File: src/rtl/lsu_axil.sv
// Load/store unit: one core memory request at a time onto an AXI4-Lite master, with lane steering and load extension.
// Optional watchdog LSU_TIMEOUT_EN aborts a hung transaction after TIMEOUT_CYCLES with resp_err.
module lsu_axil #(
  parameter int DATA_W         = 32,
  parameter int ADDR_W         = 32,
  parameter int TIMEOUT_CYCLES = 1024
) (
  input  logic                clk,
  input  logic                rst,
  input  logic                req_valid,
  output logic                req_ready,
  input  logic                req_wen,
  input  logic [ADDR_W-1:0]   req_addr,
  input  logic [1:0]          req_size,
  input  logic                req_sext,
  input  logic [DATA_W-1:0]   req_wdata,
  output logic                resp_valid,
  output logic [DATA_W-1:0]   resp_rdata,
  output logic                resp_err,
  output logic                resp_misalign,
  output logic [ADDR_W-1:0]   araddr,
  output logic                arvalid,
  input  logic                arready,
  input  logic [DATA_W-1:0]   rdata,
  input  logic [1:0]          rresp,
  input  logic                rvalid,
  output logic                rready,
  output logic [ADDR_W-1:0]   awaddr,
  output logic                awvalid,
  input  logic                awready,
  output logic [DATA_W-1:0]   wdata,
  output logic [DATA_W/8-1:0] wstrb,
  output logic                wvalid,
  input  logic                wready,
  input  logic [1:0]          bresp,
  input  logic                bvalid,
  output logic                bready
);

  localparam int SW   = DATA_W / 8;
  localparam int OFFW = $clog2(SW);

  if ((DATA_W != 32 && DATA_W != 64) || TIMEOUT_CYCLES < 2) begin : g_bad_param
    $error("lsu_axil: DATA_W must be 32 or 64 and TIMEOUT_CYCLES >= 2");
  end

  typedef enum logic [2:0] {IDLE, RD_ADDR, RD_DATA, WR_REQ, WR_RESP} state_t;

  state_t              state_q, state_d;
  logic [OFFW-1:0]     off_q, off_d;
  logic [1:0]          size_q, size_d;
  logic                sext_q, sext_d;
  logic                arvalid_q, arvalid_d, rready_q, rready_d;
  logic                awvalid_q, awvalid_d, wvalid_q, wvalid_d, bready_q, bready_d;
  logic                aw_done_q, aw_done_d, w_done_q, w_done_d;
  logic                resp_valid_q, resp_valid_d, resp_err_q, resp_err_d;
  logic                resp_misalign_q, resp_misalign_d;
  logic [DATA_W-1:0]   resp_rdata_q, resp_rdata_d;
  logic [ADDR_W-1:0]   araddr_q, araddr_d, awaddr_q, awaddr_d;
  logic [DATA_W-1:0]   wdata_q, wdata_d;
  logic [SW-1:0]       wstrb_q, wstrb_d;

  logic                accept, req_misalign;
  logic [OFFW-1:0]     req_off;
  logic [3:0]          req_nbytes;
  logic [ADDR_W-1:0]   req_aligned;
  logic [SW-1:0]       strb_base;
  logic [DATA_W-1:0]   ld_shift, ld_mask, ld_ext;
  logic                ld_sign;

  assign req_ready   = (state_q == IDLE);
  assign accept      = req_valid && req_ready;
  assign req_off     = req_addr[OFFW-1:0];
  assign req_nbytes  = 4'd1 << req_size;
  // A dword on a 32-bit bus cannot be expressed by the strobes, so it is rejected like a misaligned access.
  assign req_misalign = ((req_off & OFFW'(req_nbytes - 4'd1)) != '0) ||
                        (DATA_W == 32 && req_size == 2'd3);
  assign req_aligned = {req_addr[ADDR_W-1:OFFW], {OFFW{1'b0}}};
  assign strb_base   = ~({SW{1'b1}} << req_nbytes);

  // Shifts past the bus width yield zero, so full-width accesses get an all-ones mask.
  assign ld_shift = rdata >> {off_q, 3'b000};
  assign ld_mask  = ~({DATA_W{1'b1}} << (7'd8 << size_q));
  always_comb begin
    case (size_q)
      2'd0:    ld_sign = ld_shift[7];
      2'd1:    ld_sign = ld_shift[15];
      2'd2:    ld_sign = ld_shift[31];
      default: ld_sign = ld_shift[DATA_W-1];
    endcase
  end
  assign ld_ext = (ld_shift & ld_mask) | ((sext_q && ld_sign) ? ~ld_mask : '0);

`ifdef LSU_TIMEOUT_EN
  localparam int TW = $clog2(TIMEOUT_CYCLES + 1);
  logic [TW-1:0] tmo_q, tmo_d;
`endif

  always_comb begin
    state_d         = state_q;
    off_d           = off_q;
    size_d          = size_q;
    sext_d          = sext_q;
    arvalid_d       = arvalid_q;
    rready_d        = rready_q;
    awvalid_d       = awvalid_q;
    wvalid_d        = wvalid_q;
    bready_d        = bready_q;
    aw_done_d       = aw_done_q;
    w_done_d        = w_done_q;
    araddr_d        = araddr_q;
    awaddr_d        = awaddr_q;
    wdata_d         = wdata_q;
    wstrb_d         = wstrb_q;
    resp_valid_d    = 1'b0;
    resp_err_d      = 1'b0;
    resp_misalign_d = 1'b0;
    resp_rdata_d    = '0;

    case (state_q)
      IDLE: begin
        if (accept) begin
          if (req_misalign) begin
            resp_valid_d    = 1'b1;
            resp_misalign_d = 1'b1;
          end else begin
            off_d  = req_off;
            size_d = req_size;
            sext_d = req_sext;
            if (req_wen) begin
              state_d   = WR_REQ;
              awvalid_d = 1'b1;
              wvalid_d  = 1'b1;
              aw_done_d = 1'b0;
              w_done_d  = 1'b0;
              awaddr_d  = req_aligned;
              wdata_d   = req_wdata << {req_off, 3'b000};
              wstrb_d   = strb_base << req_off;
            end else begin
              state_d   = RD_ADDR;
              arvalid_d = 1'b1;
              araddr_d  = req_aligned;
            end
          end
        end
      end
      RD_ADDR: begin
        if (arvalid_q && arready) begin
          arvalid_d = 1'b0;
          rready_d  = 1'b1;
          state_d   = RD_DATA;
        end
      end
      RD_DATA: begin
        if (rvalid && rready_q) begin
          rready_d     = 1'b0;
          resp_valid_d = 1'b1;
          resp_err_d   = (rresp != 2'b00);
          resp_rdata_d = (rresp != 2'b00) ? '0 : ld_ext;
          state_d      = IDLE;
        end
      end
      WR_REQ: begin
        aw_done_d = aw_done_q || (awvalid_q && awready);
        w_done_d  = w_done_q || (wvalid_q && wready);
        if (awvalid_q && awready) awvalid_d = 1'b0;
        if (wvalid_q && wready)   wvalid_d  = 1'b0;
        if (aw_done_d && w_done_d) begin
          bready_d = 1'b1;
          state_d  = WR_RESP;
        end
      end
      WR_RESP: begin
        if (bvalid && bready_q) begin
          bready_d     = 1'b0;
          resp_valid_d = 1'b1;
          resp_err_d   = (bresp != 2'b00);
          state_d      = IDLE;
        end
      end
      default: state_d = IDLE;
    endcase

`ifdef LSU_TIMEOUT_EN
    if (state_q != IDLE && tmo_q == TW'(TIMEOUT_CYCLES - 1)) begin
      state_d         = IDLE;
      arvalid_d       = 1'b0;
      rready_d        = 1'b0;
      awvalid_d       = 1'b0;
      wvalid_d        = 1'b0;
      bready_d        = 1'b0;
      resp_valid_d    = 1'b1;
      resp_err_d      = 1'b1;
      resp_misalign_d = 1'b0;
      resp_rdata_d    = '0;
    end
    tmo_d = (state_d != state_q || state_q == IDLE) ? '0 : tmo_q + 1'b1;
`endif
  end

  always_ff @(posedge clk) begin
    if (rst) begin
      state_q         <= IDLE;
      off_q           <= '0;
      size_q          <= '0;
      sext_q          <= 1'b0;
      arvalid_q       <= 1'b0;
      rready_q        <= 1'b0;
      awvalid_q       <= 1'b0;
      wvalid_q        <= 1'b0;
      bready_q        <= 1'b0;
      aw_done_q       <= 1'b0;
      w_done_q        <= 1'b0;
      araddr_q        <= '0;
      awaddr_q        <= '0;
      wdata_q         <= '0;
      wstrb_q         <= '0;
      resp_valid_q    <= 1'b0;
      resp_err_q      <= 1'b0;
      resp_misalign_q <= 1'b0;
      resp_rdata_q    <= '0;
`ifdef LSU_TIMEOUT_EN
      tmo_q           <= '0;
`endif
    end else begin
      state_q         <= state_d;
      off_q           <= off_d;
      size_q          <= size_d;
      sext_q          <= sext_d;
      arvalid_q       <= arvalid_d;
      rready_q        <= rready_d;
      awvalid_q       <= awvalid_d;
      wvalid_q        <= wvalid_d;
      bready_q        <= bready_d;
      aw_done_q       <= aw_done_d;
      w_done_q        <= w_done_d;
      araddr_q        <= araddr_d;
      awaddr_q        <= awaddr_d;
      wdata_q         <= wdata_d;
      wstrb_q         <= wstrb_d;
      resp_valid_q    <= resp_valid_d;
      resp_err_q      <= resp_err_d;
      resp_misalign_q <= resp_misalign_d;
      resp_rdata_q    <= resp_rdata_d;
`ifdef LSU_TIMEOUT_EN
      tmo_q           <= tmo_d;
`endif
    end
  end

  assign araddr        = araddr_q;
  assign arvalid       = arvalid_q;
  assign rready        = rready_q;
  assign awaddr        = awaddr_q;
  assign awvalid       = awvalid_q;
  assign wdata         = wdata_q;
  assign wstrb         = wstrb_q;
  assign wvalid        = wvalid_q;
  assign bready        = bready_q;
  assign resp_valid    = resp_valid_q;
  assign resp_err      = resp_err_q;
  assign resp_misalign = resp_misalign_q;
  assign resp_rdata    = resp_rdata_q;

endmodule
File: config.mk
export PLATFORM = sky130hd
export DESIGN_NAME = lsu_axil
export DESIGN_NICKNAME = d
export VERILOG_FILES = /design/src/rtl/lsu_axil.sv
export SDC_FILE = /design/constraint.sdc
export NUM_CORES = 1
export LEC_CHECK = 0
export BUFFER_PORTS_ARGS = -buffer_cell sky130_fd_sc_hd__buf_2
export CAP_MARGIN = 20
export CORE_MARGIN = 1
export CORE_UTILIZATION = 27
export DETAILED_ROUTE_END_ITERATION = 8
export SYNTH_ARGS = -nofsm -noshare
export SYNTH_HDL_FRONTEND = slang
export SYNTH_SLANG_ARGS = --single-unit
File: constraint.sdc
create_clock -name clk -period 2.5 [get_ports clk]
set_clock_uncertainty 0.1 [all_clocks]
set_input_delay 0.5 -clock clk [delete_from_list [all_inputs] [get_ports clk]]
set_output_delay 0.5 -clock clk [all_outputs]
set_load 0.01 [all_outputs]
==> results.txt <==
The leakage power figure is 0.00351 uW. The worst max-slew margin expressed relative to the limit is 57.4%. The count of pins on the block boundary is 253. The sequential cells in the finished layout cover a total of 2920 um2. The global-route usage over all layers is 17.4%. After synthesis, the most frequently instantiated cells are nand2_1, dfxtp_1, a21oi_1.

The detailed-route wire length came out at 19800 um. The main combinational cell family by area after synthesis is simple AND/OR/NAND/NOR gates. The worst path buffer plus inverter count is 1. The count of routing violations after the opening detailed-route iteration is 277. For flop-to-flop paths, the worst setup slack is 0.38 ns. The number of setup buffers added after CTS came out at 0. Clock tree synthesis inserted a total of 17 buffers. In this run the critical register-to-register path is launched from state_q[1]. Counting along the longest clock path gives a buffer depth of 2. The first-pass GRT wire length came out at 30400 um. Counting distinct cell types in the post-synthesis netlist gives 42. The cell area after technology mapping came out at 5960 um2. The number of instances in the synthesized netlist came out at 711. The power density relative to cell area came out at 701 nW/um2. The fraction of layout cells with a size suffix above 1 is 34.0%. The final hold violation count came out at 0. Among cell families on the critical path, the largest total delay comes from simple AND/OR/NAND/NOR gates. The average cell area after synthesis came out at 8.39 um2. Port buffering added 248 buffers. The number of pins with negative max-slew slack in the final report came out at 0.

The endpoint identified for the worst register-to-register timing path is wdata[12]. The CTS tree is yes. The number of vias in the routed layout is 5814.

The worst hold path terminates at wvalid. At the later pin of the worst-skew pair, clock insertion delay measures 0.42 ns. The worst path uses 84.7% of the clock period.

The class of the worst hold path is input port to flip-flop. The chip width is 151 um. The length of the first detailed-routing pass in iterations is 5. The slowest stage of the critical path belongs to the cell or4b_1. The total area of multi-input combinational cells is 2780 um2. Among all cell types in the netlist, the one instantiated most often is nand2_1.

The number of enable flip-flop cells after synthesis is 0. The adder-cell area share of the yosys netlist came out at 0%. Entering global routing, the biggest net connects 55 pins. The worst setup path is launched from a flip-flop. The die span in y came out at 151 um. CTS placed an instance of clkbuf_16 at the clock tree root. The power after layout came out at 5660 uW. The sum of negative setup slack is 0 ns. Max-cap violations in this run came to 0. The biggest fanout along the worst timing path is 33. The hold buffer count at CTS is 0. The row count is 54. For the pin with the worst max-slew slack, the measured transition is 0.636 ns. The sum of net half-perimeters after detailed placement is 14300 um. The synthesized netlist devotes 0% of its cell area to XOR and XNOR gates.

The via density per instance came out at 4.72. The startpoint identified for the worst hold timing path is wready. The initial core utilization is 27.4%.

The worst setup path is captured at a flip-flop. The count of antenna-violating nets left after detailed routing came out at 0. Summing the areas of all compound-gate instances in the mapped netlist gives 17.6% of the synthesized area. The worst register-to-register path has a depth of 5. After detailed routing, the average wire length per cell comes to 16.0 um. After detailed routing, the number of remaining DRC violations is 0. The number of fill cells in the layout came out at 2344.

The data required time of the critical path came out at 2.70 ns. The number of nets in the layout is 1052. The count of cells along the worst hold path came out at 2.

The overall overflow remaining after global route came out at 0. The floorplan step defined a die boundary enclosing 22700 um2. The initial antenna violation count was 1. Walking the worst path, the cells encountered are or4b_1 -> nor4_4 -> buf_12 -> nor2_1 -> o2bb2ai_1.

The delay of the slowest cell on the worst path came out at 0.64 ns. The maximum level of the CTS H-tree is 4. The fraction of registers with async set/reset is 0%. The number of antenna repair diodes came out at 0. The worst setup path is of the flip-flop to flip-flop kind.

The fraction of post-synthesis cell area in the top cell type by area came out at 49.0%. The most used flip-flop cell after synthesis is dfxtp_1. The basic-gate share of the synthesized area counting and, or, nand and nor cells came out at 20.2%. The number of sinks driven by the clock tree came out at 146. From synthesis to final layout, the design area changed by 35.4%. The warning count from the yosys run is 0.

The post-synthesis mux area share is 8.45%. Summed over all instances, the cell type with the most area after synthesis is dfxtp_1. The data arrival at the endpoint of the critical path is 2.32 ns. The post-CTS resize count is 0. After synthesis, the cell types taking the most area are dfxtp_1, nand2_1, a21oi_1. The flow ran to the end, and the final reports show no timing, DRC or antenna violations. The via count of the first global-routing pass is 5552.

Setup repair after global routing left no endpoint under its margin. Based on the critical path, the design can be clocked at up to 472 MHz. In this run the standard cell core region covers 21800 um2.

The minimum period implied by the final worst setup slack came out at 2.12 ns. The clock transition at the register clock pins on the worst setup and hold paths after CTS is 0.07 ns. The sequential fraction of the synthesis area is 49.0%. Setup violations remaining at the end of the flow were counted as 0. The post-synthesis sequential element count is 146.

The global placement routability congestion is 0.862. The maximum resistive drop on vdd is 0.413 mV.
==> cell type report <==
class | count | area share, %
sequential | 146 | 36.2
multi-input combinational | 502 | 34.5
timing repair buffer | 270 | 17.9
clock buffer | 19 | 5.49
tap | 280 | 4.34
clock inverter | 13 | 1.44
inverter | 3 | 0.139
==> power breakdown <==
part           switching [uW]  total [uW]  internal (uW)
clock                    1120        2450           1340
sequential               53.0        2460           2400
combinational             446         749            303
total                    1620        5660           4040
==> registers in the layout (all words and copies together) (netlist names), 2 cells and up <==
signal      flops
araddr         30
awaddr         30
off_q           2
resp_rdata     32
size_q          2
state_q         3
wdata          32
wstrb           4
==> cell usage in the layout, fill, tap and decap left out, drive strengths merged, types with 7 or more instances in the layout <==
| cell type | instances |
|---|---|
| nand2 | 168 |
| inv | 11 |
| nor2 | 40 |
| nor2b | 15 |
| mux2 | 17 |
| o21ai | 12 |
| nand3 | 13 |
| and2 | 7 |
| o2bb2ai | 12 |
| mux2i | 29 |
| buf | 270 |
| dfxtp | 146 |
| a21oi | 105 |
| clkbuf | 19 |
| o211ai | 8 |
| a211oi | 25 |
| nor3 | 16 |
==> worst max-delay path by stage <==
stage / depth (start not counted) / endpoint / from / slack (ns)
2_1_floorplan: 6 / resp_rdata[19] / off_q[0] / 0.40
3_3_place_gp: 6 / wdata[10] / req_valid / 0.28
3_5_place_dp: 6 / wdata[9] / req_valid / 0.27
5_1_grt: 6 / resp_rdata[3] / state_q[0] / 0.21
6_report: 5 / wdata[12] / state_q[1] / 0.38
4_1_cts: 5 / wstrb[1] / state_q[1] / 0.40
==> through the flow <==
stage / utilization (%) / instance area (um2) / instances / hold slack, ns / worst slack (ns)
after floorplan: - / 5980 / 714 / 0.376 / 0.402
after global placement: 34.5 / 7510 / 1201 / 0.336 / 0.284
after detailed placement: 34.5 / 7510 / 1201 / 0.344 / 0.272
after CTS: 37.1 / 8070 / 1233 / 0.168 / 0.399
after global routing: 37.1 / 8070 / 1233 / 0.173 / 0.206
final: 37.1 / 8070 / 1233 / 0.190 / 0.383
==> cells by family (layout without fill, tap and decap cells) <==
logic type             after synthesis  after routing
AO/OA/AOI/OAI                      177            177
buffers and inverters               66            305
flip-flops                         146            146
multiplexers                        47             47
other                                1              4
AND/OR/NAND/NOR                    274            274
==> layer usage <==
metal  wire length [um]  track usage (%)  vias to the layer above
met5                  0                0                        -
met1               8530             21.7                     2671
met2               9110             28.0                      237
met4                254             5.20                        0
met3               1870             6.24                       18
li1                   -                -                     2888
Note: power is estimated with default switching activity, not from simulation.
